--- src/rtl/instr_fetch_unit_pkg.sv ---
// rtl/instr_fetch_unit_pkg.sv - shared fetch-stage constants and state encoding
package instr_fetch_unit_pkg;

    localparam int IF_ADDR_W = 16;
    localparam int IF_INSTR_W = 16;
    localparam logic [IF_INSTR_W-1:0] IF_NOP_INSTR = 16'h0000;

    typedef enum logic [1:0] {
        ISSUE = 2'd0,
        WAIT  = 2'd1,
        HOLD  = 2'd2,
        DROP  = 2'd3
    } fetch_state_t;

endpackage

--- src/rtl/instr_fetch_unit_if.sv ---
// rtl/instr_fetch_unit_if.sv - instruction memory req/ack bus
interface instr_fetch_unit_if
    import instr_fetch_unit_pkg::*;
#(
    parameter int ADDR_W = IF_ADDR_W,
    parameter int INSTR_W = IF_INSTR_W
);
    logic               IMemReq;
    logic [ADDR_W-1:0]  IMemAddr;
    logic               IMemAck;
    logic [INSTR_W-1:0] IMemRdata;

    modport master (output IMemReq, IMemAddr, input IMemAck, IMemRdata);
    modport slave  (input IMemReq, IMemAddr, output IMemAck, IMemRdata);
endinterface

--- src/rtl/fetch_hold_buffer.sv ---
// rtl/fetch_hold_buffer.sv - single-entry instruction/PC skid register
module fetch_hold_buffer #(
    parameter int ADDR_W = 16,
    parameter int INSTR_W = 16
) (
    input  logic               Clk,
    input  logic               Reset,
    input  logic               load,
    input  logic               clear,
    input  logic [INSTR_W-1:0] instr_in,
    input  logic [ADDR_W-1:0]  pc_in,
    output logic               valid,
    output logic [INSTR_W-1:0] instr,
    output logic [ADDR_W-1:0]  pc
);

    always_ff @(posedge Clk or negedge Reset) begin
        if (!Reset) begin
            valid <= 1'b0;
            instr <= '0;
            pc    <= '0;
        end else if (clear) begin
            valid <= 1'b0;
            instr <= '0;
            pc    <= '0;
        end else if (load) begin
            valid <= 1'b1;
            instr <= instr_in;
            pc    <= pc_in;
        end
    end

endmodule

--- src/rtl/instr_fetch_unit.sv ---
// rtl/instr_fetch_unit.sv - fetch stage between PC register and IF/ID
module instr_fetch_unit
    import instr_fetch_unit_pkg::*;
#(
    parameter int ADDR_W = IF_ADDR_W,
    parameter int INSTR_W = IF_INSTR_W,
    parameter int PC_INC = 1,
    parameter logic [INSTR_W-1:0] NOP_INSTR = IF_NOP_INSTR
) (
    input  logic                Clk,
    input  logic                Reset,
    input  logic [ADDR_W-1:0]   PCResult,
    output logic                PCWrite,
    input  logic                Stall,
    input  logic                Flush,
    instr_fetch_unit_if.master  imem,
    output logic                IFID_Valid,
    output logic [INSTR_W-1:0]  IFID_Instr,
    output logic [ADDR_W-1:0]   IFID_PC,
    output logic [ADDR_W-1:0]   IFID_PCInc
);

    localparam logic [ADDR_W-1:0] INC = ADDR_W'(PC_INC);

    fetch_state_t       state_q, state_d;
    logic [ADDR_W-1:0]  req_addr_q;
    logic               mem_load, hb_load, hb_clear, hb_drain;
    logic               hb_valid;
    logic [INSTR_W-1:0] hb_instr;
    logic [ADDR_W-1:0]  hb_pc;

    // Request is a pure decode of the state register, so reset drops it at once
    assign imem.IMemReq  = (state_q == WAIT) || (state_q == DROP);
    assign imem.IMemAddr = req_addr_q;

    always_ff @(posedge Clk or negedge Reset) begin
        if (!Reset) begin
            state_q    <= ISSUE;
            req_addr_q <= '0;
        end else begin
            state_q <= state_d;
            if (state_q == ISSUE && !Flush) begin
                req_addr_q <= PCResult;
            end
        end
    end

    always_comb begin
        state_d  = state_q;
        PCWrite  = 1'b0;
        mem_load = 1'b0;
        hb_load  = 1'b0;
        hb_clear = 1'b0;
        hb_drain = 1'b0;
        case (state_q)
            ISSUE: begin
                if (Flush) PCWrite = 1'b1;
                else       state_d = WAIT;
            end
            WAIT: begin
                if (imem.IMemAck) begin
                    PCWrite = 1'b1;
                    state_d = ISSUE;
                    if (!Flush) begin
                        if (Stall) begin
                            hb_load = 1'b1;
                            state_d = HOLD;
                        end else begin
                            mem_load = 1'b1;
                        end
                    end
                end else if (Flush) begin
                    PCWrite = 1'b1;
                    state_d = DROP;
                end
            end
            HOLD: begin
                if (Flush) begin
                    PCWrite  = 1'b1;
                    hb_clear = 1'b1;
                    state_d  = ISSUE;
                end else if (!Stall) begin
                    hb_drain = hb_valid;
                    hb_clear = 1'b1;
                    state_d  = ISSUE;
                end
            end
            DROP: begin
                if (Flush)        PCWrite = 1'b1;
                if (imem.IMemAck) state_d = ISSUE;
            end
            default: state_d = ISSUE;
        endcase
    end

    fetch_hold_buffer #(.ADDR_W(ADDR_W), .INSTR_W(INSTR_W)) u_hold (
        .Clk      (Clk),
        .Reset    (Reset),
        .load     (hb_load),
        .clear    (hb_clear),
        .instr_in (imem.IMemRdata),
        .pc_in    (req_addr_q),
        .valid    (hb_valid),
        .instr    (hb_instr),
        .pc       (hb_pc)
    );

    // Flush beats Stall beats a new load; otherwise insert a bubble
    always_ff @(posedge Clk or negedge Reset) begin
        if (!Reset) begin
            IFID_Valid <= 1'b0;
            IFID_Instr <= NOP_INSTR;
            IFID_PC    <= '0;
            IFID_PCInc <= '0;
        end else if (Flush) begin
            IFID_Valid <= 1'b0;
            IFID_Instr <= NOP_INSTR;
        end else if (Stall) begin
            IFID_Valid <= IFID_Valid;
        end else if (mem_load) begin
            IFID_Valid <= 1'b1;
            IFID_Instr <= imem.IMemRdata;
            IFID_PC    <= req_addr_q;
            IFID_PCInc <= req_addr_q + INC;
        end else if (hb_drain) begin
            IFID_Valid <= 1'b1;
            IFID_Instr <= hb_instr;
            IFID_PC    <= hb_pc;
            IFID_PCInc <= hb_pc + INC;
        end else begin
            IFID_Valid <= 1'b0;
        end
    end

endmodule

--- src/flat_wrapper.sv ---
// flat-port wrapper written by rule: the top's interface ports become plain ports
module instr_fetch_unit_flat import instr_fetch_unit_pkg::*;
#(
    parameter int ADDR_W = IF_ADDR_W,
    parameter int INSTR_W = IF_INSTR_W,
    parameter int PC_INC = 1,
    parameter logic [INSTR_W-1:0] NOP_INSTR = IF_NOP_INSTR
)
  (Clk, Reset, PCResult, PCWrite, Stall, Flush, IFID_Valid, IFID_Instr, IFID_PC, IFID_PCInc, imem_IMemReq, imem_IMemAddr, imem_IMemAck, imem_IMemRdata);
  instr_fetch_unit_if #(.ADDR_W(ADDR_W), .INSTR_W(INSTR_W)) imem_i ();
  input  logic Clk;
  input  logic Reset;
  input  logic [ADDR_W-1:0] PCResult;
  output logic PCWrite;
  input  logic Stall;
  input  logic Flush;
  output logic IFID_Valid;
  output logic [INSTR_W-1:0] IFID_Instr;
  output logic [ADDR_W-1:0] IFID_PC;
  output logic [ADDR_W-1:0] IFID_PCInc;
  output wire logic [$bits(imem_i.IMemReq)-1:0] imem_IMemReq;
  output wire logic [$bits(imem_i.IMemAddr)-1:0] imem_IMemAddr;
  input wire logic [$bits(imem_i.IMemAck)-1:0] imem_IMemAck;
  input wire logic [$bits(imem_i.IMemRdata)-1:0] imem_IMemRdata;
  assign imem_IMemReq = imem_i.IMemReq;
  assign imem_IMemAddr = imem_i.IMemAddr;
  assign imem_i.IMemAck = imem_IMemAck;
  assign imem_i.IMemRdata = imem_IMemRdata;
  instr_fetch_unit #(.ADDR_W(ADDR_W), .INSTR_W(INSTR_W), .PC_INC(PC_INC), .NOP_INSTR(NOP_INSTR)) u_core (.Clk(Clk), .Reset(Reset), .PCResult(PCResult), .PCWrite(PCWrite), .Stall(Stall), .Flush(Flush), .imem(imem_i), .IFID_Valid(IFID_Valid), .IFID_Instr(IFID_Instr), .IFID_PC(IFID_PC), .IFID_PCInc(IFID_PCInc));
endmodule
--- config.mk ---
export PLATFORM = sky130hd
export DESIGN_NAME = instr_fetch_unit_flat
export DESIGN_NICKNAME = d
export VERILOG_FILES = /design/src/rtl/instr_fetch_unit_pkg.sv /design/src/rtl/instr_fetch_unit_if.sv /design/src/rtl/fetch_hold_buffer.sv /design/src/rtl/instr_fetch_unit.sv /design/src/flat_wrapper.sv
export SDC_FILE = /design/constraint.sdc
export NUM_CORES = 1
export LEC_CHECK = 0
export BUFFER_PORTS_ARGS = -buffer_cell sky130_fd_sc_hd__buf_4
export CAP_MARGIN = 20
export CORE_MARGIN = 3
export CORE_UTILIZATION = 25
export CTS_CLUSTER_DIAMETER = 50
export CTS_CLUSTER_SIZE = 20
export DETAILED_ROUTE_END_ITERATION = 12
export PLACE_DENSITY_LB_ADDON = 0.25
export SYNTH_ARGS = -nofsm -noshare
export SYNTH_HDL_FRONTEND = slang
export SYNTH_SLANG_ARGS = --single-unit
--- constraint.sdc ---
create_clock -name Clk -period 5.6 [get_ports Clk]
set_clock_uncertainty 0.2 [all_clocks]
set_input_delay 0.84 -clock Clk [delete_from_list [all_inputs] [get_ports Clk]]
set_output_delay 0.84 -clock Clk [all_outputs]
set_load 0.005 [all_outputs]
==> qor.yml <==
synthesis:
  synth_area_leader_cell: "dfrtp_1"
  synth_area_leaders: "dfrtp_1 53%, nand2_1 10%, o21ai_0 5.9%"
  synth-seq-cells: 100
  synth_seq_area_share: 0.531
  synthCells: 498
  syn_avg_cell_area_um2: 9.47
  mappedNetlistArea_um2: 4720
  yosysTopAreaCellShare: 0.531
  ys_types: 50
  yosys_warnings: 0
  syn_nets: 536
layout:
  instances_no_fill: 816
  layout-drive-gt1-share: 0.261
  nets: 620
  final_common_cell: "nand2_1"
  regArea_um2: 2500
  area_growth_syn_to_layout_pct: 28.4
  antenna_cells: 0
  final_area_um2: 6060
  multi_input_comb_area_um2: 2090
  nFillCells: 1891
  final_cell_mix: "128 x nand2_1, 108 x buf_4, 100 x dfrtp_1, 56 x o21ai_0, 32 x nand3_1"
power:
  cellPowerDensity_nw_per_um2: 465
  leakagePower_nw: 2.71
  ir_drop_mv: 0.164
clock_tree:
  cts_buffers: 9
  ctsHoldBuffers: 0
  cts_buffer_depth: 2
  clk_latency_ns: 0.35
  clkTransAtPathRegs_ns: 0.07
  clock-sinks: 100
  cts_root_buf: "clkbuf_16"
  cts_setup_buffers: 0
  h-tree-depth: 3
  cts_tree: "built"
  cts_resized: 0
global_route:
  antenna_found_initial: 0
  grt_pass1_wl_um: 21500
  grt_max_degree: 66
  grt_overflow: 0
  first_global_vias: 3914
  grt_use_total: 0.133
critical_path:
  path_buf_inv: 1
  crit_slowest_cell: "nor2_2"
  cp.required_ns: 5.63
  worst_setup_path_start_kind: "input pin"
  crit_cells: 9
  path_cells: "buf_4 > nor2_2 > nand2_2 > mux2_2 > ha_1 > nand4_1 > o32ai_1 > a211o_1 > nand3_1"
  worstSetupPathType: "input pin to flop"
  cp_slowest_stage_delay_ns: 0.72
  reg2regPathDepth: 8
  crit_fanout: 21
  critical_path.top_delay_family: "simple AND/OR/NAND/NOR gates"
  setup.worst_path.end_class: "flop"
  critPathArrivalTime_ns: 3.82
routing:
  highest-signal-layer: "met4"
  first_pass_iters: 5
  drtAntennaViolNets: 0
  routed_wl_um: 13400
  drcViolationCount: 0
  met1_length_um: 6000
  wl_per_cell_um: 16.4
  first_iter_violations: 255
  routed_via_density: 4.83
  dr_wl_met3_um: 717
  vias: 3939
  dr_wl_met2_um: 6400
sta:
  max-slew-margin-rel: 0.382
  tns_ns: 0
  worst_pin_slew_ns: 0.926
  setup_violations: 0
  hold_ws_ns: 0.280
  finalMaxSlewViolations: 0
  period_minus_slack_ns: 3.79
  max_freq_ghz: 0.264
  finalHoldViolCount: 0
  rsz0062_at_grt: "no"
  fin_crit_sh: 0.676
floorplan:
  dieArea_um2: 20500
  die_x_um: 143
  top_level_ports: 104
  coreArea_um2: 18300
  rows: 49
  start_util: 0.258
  die_y_um: 143
placement:
  port-buffer-count: 103
  dp.cells: 799
  hpwl_um: 9810
  place_congestion: 0.849
  place_area_um2: 5700
job:
  maxCapViolCount: 0
worst_hold_path:
  hold_class: "flop to flop"
  hold_path_depth: 2
status:
  status: "completed"
## logic make-up after synthesis
group | count (synthesis) | share of synthesized area
flops | 100 | 0.531
compound gates | 101 | 0.137
simple gates | 213 | 0.199
buf+inv | 38 | 0.0326
fa+ha+maj | 1 | 0.00265
xor+xnor | 11 | 0.0204
mux | 34 | 0.0775
## cell type report
class                      instances  area share
sequential                       100       0.413
multi-input combinational        360       0.345
timing repair buffer             109       0.137
tap                              229      0.0473
clock buffer                      10      0.0378
clock inverter                     6      0.0184
inverter                           2     0.00124
## state kept, by name (all words and copies together) (netlist names)
| signal | flops |
|---|---|
| u_core.u_hold.valid | 1 |
| u_core.u_hold.pc | 16 |
| u_core.IFID_PC | 16 |
| u_core.IFID_Instr | 16 |
| u_core.u_hold.instr | 16 |
| u_core.imem.IMemAddr | 16 |
| u_core.state_q | 2 |
| u_core.IFID_PCInc | 16 |
| u_core.IFID_Valid | 1 |
## worst min-delay path, stage by stage, from the launching register on
cell     delay (ns)
dfrtp_1        0.34
nand2_1        0.05
o21ai_0        0.06
## layer usage
layer	vias to the layer above	track usage
met5	-	0
met3	16	0.0313
li1	1915	-
met2	106	0.214
met1	1902	0.177
met4	0	0.0500
## cell usage after synthesis, drive strengths merged
master	n
o22ai	2
nand4	8
o31ai	3
o2111ai	1
o31a	1
clkbuf	27
or3	1
a2111o	1
a21boi	3
mux2i	14
nand2b	4
xor2	4
a21oi	2
a22o	1
inv	2
nor4	2
a311o	1
a311oi	16
nand3b	3
and2	2
or4	2
ha	1
xnor2	7
nor3b	1
a22oi	1
o21a	2
and3	2
a222oi	1
buf	9
or2	2
o32ai	2
o211ai	1
nor3	2
a21o	2
a211o	2
mux2	20
nand2	129
a211oi	1
nor2	22
dfrtp	100
and3b	1
nand3	32
o21ai	58
## where the power goes
group | internal (mW) | switching (mW) | leakage, nW
Sequential | 0.988 | 0.287 | 1.31
Clock | 0.438 | 0.272 | 0.163
Combinational | 0.448 | 0.384 | 1.24
Total | 1.87 | 0.943 | 2.71
## metrics by stage
stage / utilization / power (mW) / worst slack [ns]
finish: 0.331 / 2.82 / 1.81
global route: 0.331 / 3.03 / 1.53
CTS: 0.330 / 2.86 / 1.82
detailed placement: 0.312 / 2.14 / 1.46
global placement: 0.312 / 2.11 / 1.70
floorplan: - / 1.63 / 2.33
## worst paths after layout
path                               startpoint                       end  slack, ns
setup / recovery                        Flush     u_core.IFID_PCInc[12]       1.81
hold / removal             u_core.IFID_PC[15]        u_core.IFID_PC[15]       0.28
setup reg to reg            u_core.state_q[0]     u_core.IFID_PCInc[12]       1.90
hold reg to reg            u_core.IFID_PC[15]        u_core.IFID_PC[15]       0.28
max in group asynchronous               Reset    u_core.u_hold.instr[8]       3.78
min in group asynchronous               Reset  u_core.imem.IMemAddr[13]       0.31
Power figures use the tool's default switching activity.
